File: src/rtl/nanov_spi_arbiter_if.sv
// Requester and SPI pin bundle for nanov_spi_arbiter.
// The slave side is the arbiter; the master side is the core plus the RAM pins.
interface nanov_spi_arbiter_if;
    logic        fetch_req;
    logic [23:0] fetch_addr;
    logic        fetch_done;
    logic        data_req;
    logic        data_we;
    logic [23:0] data_addr;
    logic [31:0] data_wdata;
    logic        data_done;
    logic [31:0] rdata;
    logic        busy;
    logic        spi_select;
    logic        spi_out;
    logic        spi_data_in;
    logic        spi_clk_enable;

    modport slave (
        input  fetch_req, fetch_addr, data_req, data_we, data_addr, data_wdata, spi_data_in,
        output fetch_done, data_done, rdata, busy, spi_select, spi_out, spi_clk_enable
    );

    modport master (
        output fetch_req, fetch_addr, data_req, data_we, data_addr, data_wdata, spi_data_in,
        input  fetch_done, data_done, rdata, busy, spi_select, spi_out, spi_clk_enable
    );
endinterface

File: src/rtl/nanov_spi_arbiter.sv
// Round-robin arbiter and SPI RAM sequencer for nanoV fetch and load/store word accesses.
// Command, address and write data go out through one shift register; all outputs are registered.
module nanov_spi_arbiter #(
    parameter int unsigned ADDR_BITS = 24,
    parameter logic [7:0]  READ_CMD  = 8'h03,
    parameter logic [7:0]  WRITE_CMD = 8'h02
) (
    input  logic                clk,
    input  logic                rst,
    nanov_spi_arbiter_if.slave  bus
);
    localparam int unsigned SHIFT_BITS = 8 + ADDR_BITS + 32;
    localparam logic [4:0]  ADDR_LAST  = 5'(ADDR_BITS - 1);

    typedef enum logic [2:0] {S_IDLE, S_CMD, S_ADDR, S_DATA, S_END} state_t;

    state_t                state_q, state_d;
    logic [4:0]            cnt_q, cnt_d;
    logic [SHIFT_BITS-1:0] shift_q, shift_d;
    logic [31:0]           rx_q, rx_d;
    logic [31:0]           rdata_q, rdata_d;
    logic                  we_q, we_d;
    logic                  grant_fetch_q, grant_fetch_d;
    logic                  last_fetch_q, last_fetch_d;
    logic                  select_q, select_d;
    logic                  out_q, out_d;
    logic                  clk_en_q, clk_en_d;
    logic                  fetch_done_q, fetch_done_d;
    logic                  data_done_q, data_done_d;
    logic                  busy_q, busy_d;

    logic                  arb_valid_s;
    logic                  arb_fetch_s;
    logic                  arb_we_s;
    logic [23:0]           arb_addr_s;
    logic [SHIFT_BITS-1:0] load_s;

    // Wire order is byte0 first, so the word is byte-reversed on the way in and out.
    function automatic logic [31:0] swap_bytes(input logic [31:0] w);
        return {w[7:0], w[15:8], w[23:16], w[31:24]};
    endfunction

    // Pick the next requester and build the full outgoing bit stream for it.
    always_comb begin
        arb_valid_s = bus.fetch_req | bus.data_req;
        if (bus.fetch_req && bus.data_req) begin
            arb_fetch_s = ~last_fetch_q;
        end else begin
            arb_fetch_s = bus.fetch_req;
        end
        arb_we_s   = ~arb_fetch_s & bus.data_we;
        arb_addr_s = arb_fetch_s ? bus.fetch_addr : bus.data_addr;
        load_s     = {(arb_we_s ? WRITE_CMD : READ_CMD),
                      arb_addr_s[ADDR_BITS-1:2], 2'b00,
                      (arb_we_s ? swap_bytes(bus.data_wdata) : 32'h0000_0000)};
    end

    // Sequencer next-state and next-output logic.
    always_comb begin
        state_d       = state_q;
        cnt_d         = cnt_q;
        shift_d       = shift_q;
        rx_d          = rx_q;
        rdata_d       = rdata_q;
        we_d          = we_q;
        grant_fetch_d = grant_fetch_q;
        last_fetch_d  = last_fetch_q;
        select_d      = 1'b1;
        out_d         = 1'b0;
        clk_en_d      = 1'b0;
        fetch_done_d  = 1'b0;
        data_done_d   = 1'b0;
        case (state_q)
            S_IDLE, S_END: begin
                if (arb_valid_s) begin
                    state_d       = S_CMD;
                    cnt_d         = 5'd0;
                    out_d         = load_s[SHIFT_BITS-1];
                    shift_d       = {load_s[SHIFT_BITS-2:0], 1'b0};
                    we_d          = arb_we_s;
                    grant_fetch_d = arb_fetch_s;
                    last_fetch_d  = arb_fetch_s;
                    select_d      = 1'b0;
                    clk_en_d      = 1'b1;
                end else begin
                    state_d = S_IDLE;
                end
            end
            S_CMD, S_ADDR: begin
                select_d = 1'b0;
                clk_en_d = 1'b1;
                out_d    = shift_q[SHIFT_BITS-1];
                shift_d  = {shift_q[SHIFT_BITS-2:0], 1'b0};
                cnt_d    = cnt_q + 5'd1;
                if (state_q == S_CMD && cnt_q == 5'd7) begin
                    state_d = S_ADDR;
                    cnt_d   = 5'd0;
                end else if (state_q == S_ADDR && cnt_q == ADDR_LAST) begin
                    state_d = S_DATA;
                    cnt_d   = 5'd0;
                end else begin
                    state_d = state_q;
                end
            end
            S_DATA: begin
                rx_d  = {rx_q[30:0], bus.spi_data_in};
                cnt_d = cnt_q + 5'd1;
                if (cnt_q == 5'd31) begin
                    state_d      = S_END;
                    fetch_done_d = grant_fetch_q;
                    data_done_d  = ~grant_fetch_q;
                    if (!we_q) begin
                        rdata_d = swap_bytes(rx_d);
                    end else begin
                        rdata_d = rdata_q;
                    end
                end else begin
                    select_d = 1'b0;
                    clk_en_d = 1'b1;
                    out_d    = shift_q[SHIFT_BITS-1];
                    shift_d  = {shift_q[SHIFT_BITS-2:0], 1'b0};
                end
            end
            default: begin
                state_d = S_IDLE;
            end
        endcase
        busy_d = (state_d != S_IDLE);
    end

    // State and registered outputs; reset drops select and abandons any transfer.
    always_ff @(posedge clk or posedge rst) begin
        if (rst) begin
            state_q       <= S_IDLE;
            cnt_q         <= 5'd0;
            shift_q       <= '0;
            rx_q          <= 32'h0000_0000;
            rdata_q       <= 32'h0000_0000;
            we_q          <= 1'b0;
            grant_fetch_q <= 1'b0;
            last_fetch_q  <= 1'b1;
            select_q      <= 1'b1;
            out_q         <= 1'b0;
            clk_en_q      <= 1'b0;
            fetch_done_q  <= 1'b0;
            data_done_q   <= 1'b0;
            busy_q        <= 1'b0;
        end else begin
            state_q       <= state_d;
            cnt_q         <= cnt_d;
            shift_q       <= shift_d;
            rx_q          <= rx_d;
            rdata_q       <= rdata_d;
            we_q          <= we_d;
            grant_fetch_q <= grant_fetch_d;
            last_fetch_q  <= last_fetch_d;
            select_q      <= select_d;
            out_q         <= out_d;
            clk_en_q      <= clk_en_d;
            fetch_done_q  <= fetch_done_d;
            data_done_q   <= data_done_d;
            busy_q        <= busy_d;
        end
    end

    assign bus.spi_select     = select_q;
    assign bus.spi_out        = out_q;
    assign bus.spi_clk_enable = clk_en_q;
    assign bus.fetch_done     = fetch_done_q;
    assign bus.data_done      = data_done_q;
    assign bus.rdata          = rdata_q;
    assign bus.busy           = busy_q;
endmodule

File: src/flat_wrapper.sv
// flat-port wrapper written by rule: the top's interface ports become plain ports
module nanov_spi_arbiter_flat 
#(
    parameter int unsigned ADDR_BITS = 24,
    parameter logic [7:0]  READ_CMD  = 8'h03,
    parameter logic [7:0]  WRITE_CMD = 8'h02
)
  (clk, rst, bus_fetch_req, bus_fetch_addr, bus_data_req, bus_data_we, bus_data_addr, bus_data_wdata, bus_spi_data_in, bus_fetch_done, bus_data_done, bus_rdata, bus_busy, bus_spi_select, bus_spi_out, bus_spi_clk_enable);
  nanov_spi_arbiter_if bus_i ();
  input  logic clk;
  input  logic rst;
  input wire logic [$bits(bus_i.fetch_req)-1:0] bus_fetch_req;
  input wire logic [$bits(bus_i.fetch_addr)-1:0] bus_fetch_addr;
  input wire logic [$bits(bus_i.data_req)-1:0] bus_data_req;
  input wire logic [$bits(bus_i.data_we)-1:0] bus_data_we;
  input wire logic [$bits(bus_i.data_addr)-1:0] bus_data_addr;
  input wire logic [$bits(bus_i.data_wdata)-1:0] bus_data_wdata;
  input wire logic [$bits(bus_i.spi_data_in)-1:0] bus_spi_data_in;
  output wire logic [$bits(bus_i.fetch_done)-1:0] bus_fetch_done;
  output wire logic [$bits(bus_i.data_done)-1:0] bus_data_done;
  output wire logic [$bits(bus_i.rdata)-1:0] bus_rdata;
  output wire logic [$bits(bus_i.busy)-1:0] bus_busy;
  output wire logic [$bits(bus_i.spi_select)-1:0] bus_spi_select;
  output wire logic [$bits(bus_i.spi_out)-1:0] bus_spi_out;
  output wire logic [$bits(bus_i.spi_clk_enable)-1:0] bus_spi_clk_enable;
  assign bus_i.fetch_req = bus_fetch_req;
  assign bus_i.fetch_addr = bus_fetch_addr;
  assign bus_i.data_req = bus_data_req;
  assign bus_i.data_we = bus_data_we;
  assign bus_i.data_addr = bus_data_addr;
  assign bus_i.data_wdata = bus_data_wdata;
  assign bus_i.spi_data_in = bus_spi_data_in;
  assign bus_fetch_done = bus_i.fetch_done;
  assign bus_data_done = bus_i.data_done;
  assign bus_rdata = bus_i.rdata;
  assign bus_busy = bus_i.busy;
  assign bus_spi_select = bus_i.spi_select;
  assign bus_spi_out = bus_i.spi_out;
  assign bus_spi_clk_enable = bus_i.spi_clk_enable;
  nanov_spi_arbiter #(.ADDR_BITS(ADDR_BITS), .READ_CMD(READ_CMD), .WRITE_CMD(WRITE_CMD)) u_core (.clk(clk), .rst(rst), .bus(bus_i));
endmodule
File: config.mk
export PLATFORM = sky130hd
export DESIGN_NAME = nanov_spi_arbiter_flat
export DESIGN_NICKNAME = d
export VERILOG_FILES = /design/src/rtl/nanov_spi_arbiter_if.sv /design/src/rtl/nanov_spi_arbiter.sv /design/src/flat_wrapper.sv
export SDC_FILE = /design/constraint.sdc
export NUM_CORES = 1
export LEC_CHECK = 0
export ABC_AREA = 1
export CAP_MARGIN = 40
export CORE_ASPECT_RATIO = 0.6
export CORE_MARGIN = 2
export CORE_UTILIZATION = 55
export DETAILED_ROUTE_END_ITERATION = 8
export GPL_TIMING_DRIVEN = 0
export MAX_ROUTING_LAYER = met4
export PLACE_DENSITY = 0.93
export SLEW_MARGIN = 20
export SYNTH_ARGS = -nofsm -noshare
export SYNTH_HDL_FRONTEND = slang
export SYNTH_SLANG_ARGS = --single-unit
File: constraint.sdc
create_clock -name clk -period 13.5 [get_ports clk]
set_clock_uncertainty 0.1 [all_clocks]
set_input_delay 2.025 -clock clk [delete_from_list [all_inputs] [get_ports clk]]
set_output_delay 2.025 -clock clk [all_outputs]
set_load 0.005 [all_outputs]
==> summary.md, run 1 <==
| Metric | Value |
|---|---|
| Root Driver | `clkbuf_16` |
| Setup CP Type | `reg2out` |
| Min cycle time layout | `3600 ps` |
| Final nets | `963` |
| Final core utilization | `75.0%` |
| Core area | `11,300 um^2` |
| Post-Synth Simple-Gate Area | `25.1%` |
| Synth Area in Compound Gates | `10.6%` |
| Worst path slowest cell | `dfstp_2` |
| Unique masters post-synth | `32` |
| Avg Vias per Cell | `5.36` |
| Antenna cells | `0` |
| Met3 Wirelength | `1180 um` |
| MaxCap Viol Count | `0` |
| YS warnings | `0` |
| DP Cell Count | `1,016` |
| DRT Pass-1 Iters | `6` |
| CTS tree | `built` |
| Share of cells above drive strength 1 | `12.2%` |
| RSZ-0062 raised after global routing | `false` |
| Seq cells post-synth | `143` |
| TritonCTS Sinks | `143` |
| VDD IR-drop max | `113 uV` |
| Setup Fix Bufs, Post-CTS | `0` |
| Post-Route WL | `16,700 um` |
| Sequential area share after synthesis | `56.2%` |
| # H-tree levels | `4` |
| Mapped Cells | `736` |
| Largest net degree at the start of global routing | `78` |
| Clock Pin Slew Worst Setup and Hold Paths | `60 ps` |
| CP peak stage delay | `530 ps` |
| Seq. cell area | `3580 um^2` |
| Outcome | `finished, final reports clean` |
| # fillers | `763` |
| Global route overflow | `0` |
| # hold bufs at CTS | `0` |
| Global-route usage over all layers | `29.3%` |
| Critical path buffers and inverters | `1` |
| Port Buffers | `119` |
| Largest family of logic cells by synthesized area | `simple AND/OR/NAND/NOR gates` |
| CP delay by family, top | `flip-flops` |
| Setup crit end kind | `output port` |
| EDFF count, synth | `0` |
| Yosys top cell by area | `dfrtp_1` |
| Skew-Pair Late Insertion Delay | `420 ps` |
| Clk buf depth | `2` |
| Vias in the first global route | `5,404` |
| FMAX | `0.277 GHz` |
| Post-Syn Nets | `824` |
| Top cells by count, synth | `nand2_1, dfrtp_1, nand3_1` |
| Drt wl/cell | `16.0 um` |
| Cell area after synthesis | `6370 um^2` |
| Area share of the leading cell type in the synthesized netlist | `55.4%` |
| WL met1 | `7630 um` |
| Crit-path cells | `clkdlybuf4s50_1` |
| Final Hold Fails | `0` |
| Gpl congestion | `0.940` |
| Setup violations, final | `0` |
| Worst EP required | `11,380 ps` |
| First-pass GRT wire length | `27,200 um` |
| Top Layer Used | `met4` |
| Pleak | `4.03 nW` |
| Adder-Cell Fraction of Synth Area | `0.393%` |
| Xor/xnor share of the synthesized area | `0.137%` |
| Cell with the most instances after synthesis | `nand2_1` |
| Max_slew headroom | `57.7%` |
| Row cnt | `30` |
| Initial antenna violation count | `0` |
| Worst EP arrival | `1480 ps` |
| Hpwl dp | `11,400 um` |
| Initial Util | `56.4%` |
| Least-Margin Pin Slew | `635 ps` |
| Max-slew violation count | `0` |
| Die area | `12,500 um^2` |
| Top FF cell, synth | `dfrtp_1` |
| PD cells | `119 nW/um^2` |
| HP Class | `reg2reg` |
| Final TNS setup | `0 ps` |
| DRC Markers | `0` |
| WL met2 | `7690 um` |
| Die Ht | `87.4 um` |
| Die width | `143 um` |
| Post-DRT Antenna Nets | `0` |
| Synth top area cells | `dfrtp_1, nand2_1, nand3_1` |
| Fraction of synthesized area in multiplexers | `0%` |
| # IOs | `124` |
| Final period utilization | `26.7%` |
| CTS Buf Count | `17` |
| CP Launch Type | `flop` |
| Layout area overhead | `32.9%` |
| Via count | `5,614` |
| Hold Worst Slack | `371 ps` |
| CP max FO | `1` |
| Fin cells | `1,048` |
| Cell area after layout | `8470 um^2` |
| Footprint of the multi-input gates | `2310 um^2` |
| Async SR Flop Fraction | `100%` |
| Syn_area_per_cell | `8.66 um^2` |
| Post_cts resized | `0` |
| Initial DRC Count | `549` |
| Placed Area | `7800 um^2` |
-- cells by family (layout without fill, tap and decap cells) --
| kind of cell | count (synthesis) | count (layout) |
|---|---|---|
| compound gates | 107 | 107 |
| buf+inv | 100 | 252 |
| xor+xnor | 1 | 1 |
| flops | 143 | 143 |
| simple gates | 383 | 383 |
| fa+ha+maj | 2 | 2 |
-- worst register-to-register path, cell delays in order, from the launching register on --
cell	delay (ps)
dfrtp_1	440
ha_1	270
nand2_1	110
nor2_1	60
ha_1	240
nand2_4	150
nand2_2	150
inv_1	300
nand2_1	140
nand3_1	120
-- cells in the final DEF (no fill, tap or decap), types with 3 or more instances in the layout --
cell type,synthesis,routed
nand2_1,251,251
dfrtp_1,141,141
clkdlybuf4s50_1,0,119
nand3_1,79,79
o21ai_0,61,61
inv_1,58,57
nor2_1,40,40
o21ai_2,31,31
clkbuf_16,0,17
buf_2,15,15
buf_6,10,10
clkbuf_1,10,10
clkinv_4,0,7
o21ai_1,6,6
o22ai_1,5,5
bufinv_16,0,5
nand2_4,3,3
-- path summary, 6_finish.rpt --
path / slack [ps] / depth (start not counted) / end / startpoint
worst min-delay path: 370 / 1 / u_core.bus.data_done / u_core.grant_fetch_q
worst max register to register: 11370 / 9 / u_core.shift_q[10] / u_core.cnt_q[0]
worst min register to register: 370 / 1 / u_core.bus.data_done / u_core.grant_fetch_q
worst max-delay path: 9900 / 1 / bus_spi_select / u_core.bus.spi_select
min in group asynchronous: 1970 / 2 / u_core.shift_q[20] / rst
max in group asynchronous: 10600 / 3 / u_core.bus.spi_select / rst
-- sequential cells by signal, summed over array words and instances, names as in the netlist, 3 cells and up --
register / count
u_core.rx_q: 31
u_core.state_q: 3
u_core.cnt_q: 5
u_core.shift_q: 63
u_core.bus.rdata: 32
-- per-stage QoR --
| step | worst slack [ps] | power, mW |
|---|---|---|
| floorplan | 7540 | 0.453 |
| global placement | 5690 | 0.481 |
| detailed placement | 9590 | 0.482 |
| CTS | 9880 | 1.01 |
| global route | 9870 | 1.03 |
| finish | 9900 | 1.00 |
-- report_power, final --
group	internal [mW]	total, mW	switching (mW)	leakage (nW)
clock network	0.337	0.529	0.192	0.327
registers	0.431	0.433	0.00143	1.88
logic	0.0237	0.0421	0.0184	1.82
total	0.791	1.00	0.212	4.03
-- layout make-up --
type | instances | area share (%)
sequential | 143 | 42.3
timing repair buffer | 120 | 14.4
clock inverter | 14 | 2.73
inverter | 62 | 2.91
tap | 160 | 2.36
clock buffer | 18 | 5.19
buffer | 38 | 2.88
multi-input combinational | 493 | 27.2
-- layer usage --
metal / up-vias / GRT usage, %
met2: 225 / 43.6
met3: 26 / 7.81
met4: 0 / 7.11
met5: - / -
li1: 2626 / -
met1: 2737 / 40.6
No activity file was read; power rests on OpenSTA's default activity.
==> run 2, diff against run 1 <==
Settings changed: CORE_UTILIZATION 55 to 47, PLACE_DENSITY 0.93 to 0.85.
Clock period 13.5 ns to 3.3 ns, I/O delays scaled along.
==> summary.md, run 2 (synthesis results as in run 1) <==
| Metric | Value |
|---|---|
| Outcome | `finished, final reports clean (unchanged)` |
| FMAX | `0.492 GHz` |
| Worst EP required | `3460 ps (was 11,380 ps)` |
| Placed Area | `7860 um^2 (was 7800 um^2)` |
| Place WS | `925 ps (was 9590 ps)` |
| Reg power frac | `47.3% (was 43.1%)` |
| Worst EP arrival | `2200 ps (was 1480 ps)` |
| Die Ht | `94.2 um (was 87.4 um)` |
| Die area | `14,500 um^2 (was 12,500 um^2)` |
| First-pass GRT wire length | `26,200 um (was 27,200 um)` |
| Via count | `5,417 (was 5,614)` |
| Initial antenna violation count | `0 (unchanged)` |
| Hpwl dp | `11,400 um (about the same)` |
| Final core utilization | `64.5% (was 75.0%)` |
| HP Class | `reg2reg (unchanged)` |
| Post-layout power | `3.74 mW (was 1.00 mW)` |
| Commonest non-fill, non-tap cell in the layout | `nand2_1 (unchanged)` |
| Max_slew headroom | `63.5% (was 57.7%)` |
| Net Sw Frac | `22.0% (was 21.2%)` |
| Reg with most FFs | `u_core.shift_q (unchanged)` |
| Pleak | `3.99 nW (was 4.03 nW)` |
| Setup CP Type | `reg2reg (was reg2out)` |
| DP Cell Count | `1,029 (was 1,016)` |
| Antenna cells | `0 (unchanged)` |
| CTS tree | `built (unchanged)` |
| CP max FO | `9 (was 1)` |
| Clock network fraction of total power | `47.9% (was 52.7%)` |
| Clock Pin Slew Worst Setup and Hold Paths | `60 ps (about the same)` |
| Fin cells | `1,061 (was 1,048)` |
| Initial DRC Count | `571 (was 549)` |
| Setup crit end kind | `flop (was output port)` |
| PD cells | `444 nW/um^2 (was 119 nW/um^2)` |
| Met3 usage | `4.34% (was 7.81%)` |
| Initial Util | `48.8% (was 56.4%)` |
| Layout area overhead | `32.2% (was 32.9%)` |
| Setup ws final | `1270 ps (was 9900 ps)` |
| Clk buf depth | `2 (unchanged)` |
| Met1 GRT Util | `33.9% (was 40.6%)` |
| RSZ-0062 raised after global routing | `false (unchanged)` |
| Gpl congestion | `0.870 (was 0.940)` |
| Largest net degree at the start of global routing | `35 (was 78)` |
| DRT Pass-1 Iters | `5 (was 6)` |
| Final Hold Fails | `0 (unchanged)` |
| Int Power | `2.92 mW (was 791 uW)` |
| Final period utilization | `61.6%` |
| Drt wl/cell | `14.9 um (was 16.0 um)` |
| Row cnt | `32 (was 30)` |
| Global route hottest layer | `met2 (unchanged)` |
| Share of cells above drive strength 1 | `12.3% (was 12.2%)` |
| TritonCTS Sinks | `143 (unchanged)` |
| Vias in the first global route | `5,319 (was 5,404)` |
| # IOs | `124 (unchanged)` |
| Setup violations, final | `0 (unchanged)` |
| Avg Vias per Cell | `5.11 (was 5.36)` |
| Post_cts resized | `0 (unchanged)` |
| Core area | `13,100 um^2 (was 11,300 um^2)` |
| # hold bufs at CTS | `0 (unchanged)` |
| DRC Markers | `0 (unchanged)` |
| Skew-Pair Late Insertion Delay | `400 ps (was 420 ps)` |
| Commonest non-fill, non-tap cells in the layout | `nand2_1, dfrtp_1, clkdlybuf4s50_1, nand3_1, o21ai_0 (unchanged)` |
| Sw Pwr | `822 uW (was 212 uW)` |
| Post-DRT Antenna Nets | `0 (unchanged)` |
| Root Driver | `clkbuf_16 (unchanged)` |
| GR Util met2 | `35.0% (was 43.6%)` |
| VDD IR-drop max | `288 uV (was 113 uV)` |
| # H-tree levels | `4 (unchanged)` |
| Final nets | `966 (was 963)` |
| Setup Fix Bufs, Post-CTS | `0 (unchanged)` |
| MaxCap Viol Count | `0 (unchanged)` |
| Port Buffers | `119 (unchanged)` |
| Global route overflow | `0 (unchanged)` |
| Least-Margin Pin Slew | `548 ps (was 635 ps)` |
| CTS Buf Count | `17 (unchanged)` |
| Max reg flops | `63 (unchanged)` |
| Die width | `154 um (was 143 um)` |
| Max-slew violation count | `0 (unchanged)` |
| Cell area after layout | `8420 um^2 (was 8470 um^2)` |
| Min cycle time layout | `2030 ps` |
| CP Launch Type | `flop (unchanged)` |
| Global-route usage over all layers | `23.7% (was 29.3%)` |
| Gate power share | `4.8% (was 4.2%)` |
| Post-Route WL | `15,800 um (was 16,700 um)` |
## run 2: changes by cell type in the layout (fill, tap and decap cells not counted), moves of 2 or more
cell        delta
clkinv_4       -5
clkbuf_8       +3
bufinv_16      -5
inv_6          +2
buf_12         +4
inv_8          -2
clkinvlp_4     +5
## run 2: worst max-delay path: stages, from the launching register on
cell and delay, ps:
dfrtp_1 430, ha_1 270, nand2_1 100, nor2_1 50
ha_1 240, nand2_4 150, nand2_2 150, inv_1 290
a22oi_1 120
## run 2: final cells by class
type	instances	area (um^2)
inverter	62	243
fill	1035	4630
tap	170	213
buffer	38	244
timing repair buffer	123	1270
sequential	143	3580
clock buffer	22	484
multi-input combinational	493	2310
clock inverter	10	78.8
## run 2: routing by layer
metal,part of all wire [%],wire [um]
met1,49,7790
met2,44,6900
met3,6.2,986
met4,0.90,142
met5,0,0
## run 2: final timing paths
check | endpoint | slack [ps] | startpoint | cells after the start
setup / recovery | u_core.shift_q[58] | 1270 | u_core.cnt_q[0] | 8
hold / removal | u_core.bus.data_done | 350 | u_core.grant_fetch_q | 1
setup reg to reg | u_core.shift_q[58] | 1270 | u_core.cnt_q[0] | 8
hold reg to reg | u_core.bus.data_done | 350 | u_core.grant_fetch_q | 1
max in group asynchronous | u_core.shift_q[59] | 1970 | rst | 4
min in group asynchronous | u_core.bus.rdata[11] | 370 | rst | 2
## run 2: metrics by stage
stage | hold slack (ps) | TNS, ps
finish | 350 | 0
floorplan | 303 | 0
CTS | 352 | 0
detailed placement | 330 | 0
global route | 371 | 0
global placement | 327 | -37580
## run 2: power by group through the flow
stage	clock network (mW)	registers [mW]	logic, mW
2_1_floorplan	0	1.80	0.0532
5_1_grt	1.90	1.77	0.197
3_3_place_gp	0	1.80	0.167
3_5_place_dp	0	1.80	0.180
4_1_cts	1.81	1.77	0.181
6_report	1.79	1.77	0.178
==> RTL edit 1, RTL diff (flow settings as in run 2) <==
`ADDR_BITS` is set to 24 in 2 places; all go to 20.
--- a/src/rtl/nanov_spi_arbiter.sv
+++ b/src/rtl/nanov_spi_arbiter.sv
@@ -3,3 +3,3 @@
 module nanov_spi_arbiter #(
-    parameter int unsigned ADDR_BITS = 24,
+    parameter int unsigned ADDR_BITS = 20,
     parameter logic [7:0]  READ_CMD  = 8'h03,
--- a/src/flat_wrapper.sv
+++ b/src/flat_wrapper.sv
@@ -3,3 +3,3 @@
 #(
-    parameter int unsigned ADDR_BITS = 24,
+    parameter int unsigned ADDR_BITS = 20,
     parameter logic [7:0]  READ_CMD  = 8'h03,
Check against the original RTL: not equivalent (a bounded check fails within 10 cycles, from zero or initial values and one cycle with rst high).
==> RTL edit 1 against run 2 <==
  * Area after synthesis down 3.3%
  * Cell area down 3.2%
  * Routed wire length down 2.2%
  * Sequential cell count down 4
  * Die area down 3.2%
  * Maximum frequency down 2.7%
  * First-iteration DRC count down 36%
  * Sequential power down 3%
  * Setup slack worse by 0.056 ns
  * Total power up 0.45%
  * Highest routed layer unchanged
==> RTL edit 1: results (changes against run 2) <==
| Metric | Value |
|---|---|
| DRT Wirelength | `15500 um (-2.2%)` |
| Critical Path Fanout Max | `10 (+1)` |
| Met2 WL | `6830 um (-0.90%)` |
| Critical path endpoint | `u_core.bus.rdata[20]` |
| Synth top cells by count | `nand2_1 (278), dfrtp_1 (137), inv_1 (61)` |
| Max IR drop VDD | `0.000344 V (+20%)` |
| P_leak | `3.98 nW (-0.25%)` |
| Iteration-0 DRC Markers | `368 (-36%)` |
| Slew margin rel. | `0.614 (-0.0204)` |
| M1 wire length | `7460 um (-4.3%)` |
| P_clk | `0.00185 W (+3%)` |
| Global routing usage on met3 | `0.0527 (+0.00935)` |
| Seq/Total Area, Yosys | `0.565 (+0.00304)` |
| Worst skew pair latency | `0.42 ns (+0.02 ns)` |
| Synth top area cells | `dfrtp_1 (56%), nand2_1 (17%), o21ai_0 (4.1%), nand3_1 (4.0%), inv_1 (3.7%)` |
| Reg2reg path depth | `10 (+2)` |
| Status | `finished, final reports clean` |
| Total track usage | `0.237 (about the same)` |
| Clk pin slew, worst setup/hold paths | `0.07 ns` |
| Synth unique cells | `29 (-9.4%)` |
| Vias | `5377 (-0.74%)` |
| Nets | `955 (-1.1%)` |
| R2R Path End | `u_core.bus.rdata[20]` |
| Placed cells | `1018 (-1.1%)` |
| Mean post-synth cell area | `8.40 um^2 (-2.9%)` |
| Post-synth net total | `821 (-0.36%)` |
| Pre-CTS WS | `1.06 ns (+0.133 ns)` |
| Vias in the first global route | `5132 (-3.5%)` |
| DP Wirelength | `11000 um (-4.0%)` |
| Share of layout cells above drive strength 1 | `0.0943 (-0.0291)` |
| Hold_ws | `0.337 ns (-0.0131 ns)` |
| Port Buffers | `111 (-6.7%)` |
| Worst endpoint data arrival time | `2.34 ns (+0.14 ns)` |
| Met1 Track Usage GR | `0.346 (+0.00711)` |
| M2 GR Usage | `0.337 (-0.0131)` |
| Most flops, register | `u_core.shift_q` |
| GP Congestion | `0.852 (-2.1%)` |
| Non-Filler Instances | `1050 (-1.0%)` |
| Max reg flops | `59 (-6.3%)` |
| Global-route wire length before repair | `25200 um (-3.8%)` |
| Final setup margin | `1.21 ns (-0.0563 ns)` |
| Met3 Wirelength | `995 um (+0.91%)` |
-- RTL edit 1: critical path: cells and delay by family (launching register included) --
family                     cells  cell delay (ns)
and+or+nand+nor                5             0.53
DFF                            1             0.44
adders and majority gates      2             0.49
AOI/OAI and AO/OA              1             0.09
buffers and inverters          2             0.38
-- RTL edit 1: final cells by class --
class | instances | area (um^2)
clock inverter | 13 | 131
multi-input combinational | 490 | 2190
tap | 170 | 213
inverter | 67 | 259
clock buffer | 19 | 443
timing repair buffer | 115 | 1200
fill | 1044 | 4660
buffer | 37 | 234
sequential | 139 | 3480
-- RTL edit 1: cells by family after synthesis --
group                    synth area share
AND/OR/NAND/NOR                     0.279
buffers and inverters              0.0794
adder cells (fa/ha/maj)           0.00406
AO/OA/AOI/OAI                      0.0713
flip-flops                          0.565
XOR/XNOR                          0.00142
-- RTL edit 1: metrics by stage --
step                power [W]  cell area (um^2)
floorplan             0.00181              6160
global placement      0.00192              7490
detailed placement    0.00193              7570
CTS                   0.00377              8150
global route          0.00388              8150
finish                0.00376              8150
==> RTL edit 2, RTL diff (config.mk and constraints of run 2) <==
Made on the original files. The 5 states of `state_t` get a one-hot encoding in 5 bits.
--- a/src/rtl/nanov_spi_arbiter.sv
+++ b/src/rtl/nanov_spi_arbiter.sv
@@ -14,3 +14,3 @@
 
-    typedef enum logic [2:0] {S_IDLE, S_CMD, S_ADDR, S_DATA, S_END} state_t;
+    typedef enum logic [4:0] {S_IDLE = 5'b00001, S_CMD = 5'b00010, S_ADDR = 5'b00100, S_DATA = 5'b01000, S_END = 5'b10000} state_t;
 
Behaviour: no difference found for any inputs over 10 cycles, from zero or initial values and one cycle with rst high; not proved beyond that.
==> RTL edit 2 against run 2 <==
  * Routed wire length is 21% higher
  * Critical endpoint is now u_core.bus.rdata[21]
  * Largest cell class unchanged
  * Total power is 5.5% higher
  * Critical path type unchanged
  * First-iteration DRC count is 40% higher
  * Cell area is 12% higher
  * Area after synthesis is 15% higher
  * Setup slack worse by 0.22 ns
  * Cell count is 22% higher
  * Sequential cell count is 2 higher
==> RTL edit 2: results (changes against run 2) <==
| Metric | Value |
|---|---|
| Worst hold path startpoint | `u_core.grant_fetch_q` |
| Sw Share | `0.226 (+0.00593)` |
| Post-synth net total | `1024 (+24%)` |
| Seq/Total Area, Yosys | `0.497 (-0.0649)` |
| Post-CTS Setup Bufs | `0 (unchanged)` |
| Clock network fraction of total power | `0.489 (+0.010)` |
| Top delay family on crit path | `buffers and inverters` |
| HP Class | `reg -> reg` |
| GP Congestion | `0.888 (+2.0%)` |
| Vias | `6786 (+25%)` |
| Die area | `16600 um^2 (+14%)` |
| Pwr Density | `419 nW/um^2 (-5.6%)` |
| R2R Path End | `u_core.bus.rdata[21]` |
| Port Buffers | `118 (-0.84%)` |
| Synth Instances | `936 (+27%)` |
| N_diodes | `0 (unchanged)` |
| Vias in the first global route | `6230 (+17%)` |
| Max IR drop VDD | `0.000350 V (+22%)` |
| R2R Path Start | `u_core.cnt_q[0]` |
| Nets | `1165 (+21%)` |
| Detailed Routing Iterations Pass 1 | `5 (unchanged)` |
| Reg-to-reg slack, setup | `1.04 ns (-0.22 ns)` |
| Worst endpoint data arrival time | `2.43 ns (+0.23 ns)` |
| CTS Buf Count | `17 (unchanged)` |
| Wire per inst | `14.8 um (-0.70%)` |
| Reg2reg path depth | `9 (+1)` |
| Fill cells | `1290 (+25%)` |
| Critical Path Fanout Max | `10 (+1)` |
| Slowest CP cell | `clkbuf_1` |
| Complex-gate fraction of the synthesized area | `0.0495 (-0.0564)` |
| Most flops, register | `u_core.shift_q` |
| Worst Max-Slew Pin Slew | `0.566 ns (+0.0174 ns)` |
| Max reg flops | `63 (unchanged)` |
| Total track usage | `0.250 (+0.0129)` |
| Synth unique cells | `26 (-19%)` |
| Clk pin slew, worst setup/hold paths | `0.06 ns (about the same)` |
| Share of layout cells above drive strength 1 | `0.0734 (-0.0501)` |
| Synth Area in Adders | `0.00343 (-0.000502)` |
| Iteration-0 DRC Markers | `797 (+40%)` |
| Hold Crit Endpoint | `u_core.bus.data_done` |
| Global-route wire length before repair | `31500 um (+20%)` |
| FFs w/ async S/R, synth | `1.00 (unchanged)` |
| Yosys warnings | `0 (unchanged)` |
| Non-Filler Instances | `1293 (+22%)` |
| Post-cts resize count | `0 (unchanged)` |
| Synth Area in XOR/XNOR | `0.00120 (-0.000176)` |
| H-tree levels | `4 (unchanged)` |
| Worst skew pair latency | `0.41 ns` |
| Status | `finished, final reports clean` |
| DP Wirelength | `13900 um (+22%)` |
| P_leak | `4.69 nW (+18%)` |
| CTS max path bufs | `2 (unchanged)` |
| Synth top area cells | `dfrtp_1 (49%), nand2_1 (13%), nand3_1 (11%), inv_1 (6.5%), nand4_1 (5.1%)` |
| Largest net degree at the start of global routing | `34 (-2.9%)` |
| CP max stage delay | `0.43 ns (about the same)` |
| Synth top cells by count | `nand2_1 (247), nand3_1 (167), dfrtp_1 (142)` |
-- RTL edit 2: changes by cell type after synthesis, moves of 6 or more --
cell	change
o21ai_2	-31
nand3_1	+88
buf_2	+6
nor2_1	-28
nand4_1	+58
nand3b_1	+22
inv_1	+68
clkbuf_1	+24
buf_1	+6
-- RTL edit 2: how the worst max path moves through the flow --
stage,start,end
3_5_place_dp,bus_data_req,u_core.shift_q[36]
5_1_grt,u_core.cnt_q[0],u_core.bus.rdata[15]
3_3_place_gp,rst,u_core.shift_q[37]
6_report,u_core.cnt_q[0],u_core.bus.rdata[21]
2_1_floorplan,rst,u_core.bus.busy
4_1_cts,u_core.cnt_q[0],u_core.bus.rdata[21]
-- RTL edit 2: through the flow --
step | hold WS (ns) | setup WS [ns] | instance area (um^2) | utilization | setup TNS, ns
2_1_floorplan | 0.301 | 0.888 | 7310 | - | 0
3_3_place_gp | 0.312 | -0.357 | 8740 | 0.572 | -49.16
3_5_place_dp | 0.321 | 0.746 | 8820 | 0.577 | 0
4_1_cts | 0.329 | 1.06 | 9420 | 0.616 | 0
5_1_grt | 0.357 | 0.777 | 9420 | 0.616 | 0
6_report | 0.325 | 1.04 | 9420 | 0.616 | 0
-- RTL edit 2: cell type report --
cell class	instances	area, um^2	area share
timing repair buffer	122	1260	0.134
inverter	127	480	0.0510
sequential	145	3630	0.386
clock buffer	18	439	0.0466
buffer	70	349	0.0371
multi-input combinational	594	2850	0.302
tap	203	254	0.0270
clock inverter	14	154	0.0163
-- RTL edit 2: per-layer routing --
layer,routed length (um),share of wire,up-vias,GRT usage
met3,1420,0.074,29,0.0559
met5,0,0,-,-
li1,-,-,3318,-
met4,260,0.014,0,0.0729
met1,9680,0.51,3184,0.380
met2,7780,0.41,255,0.330
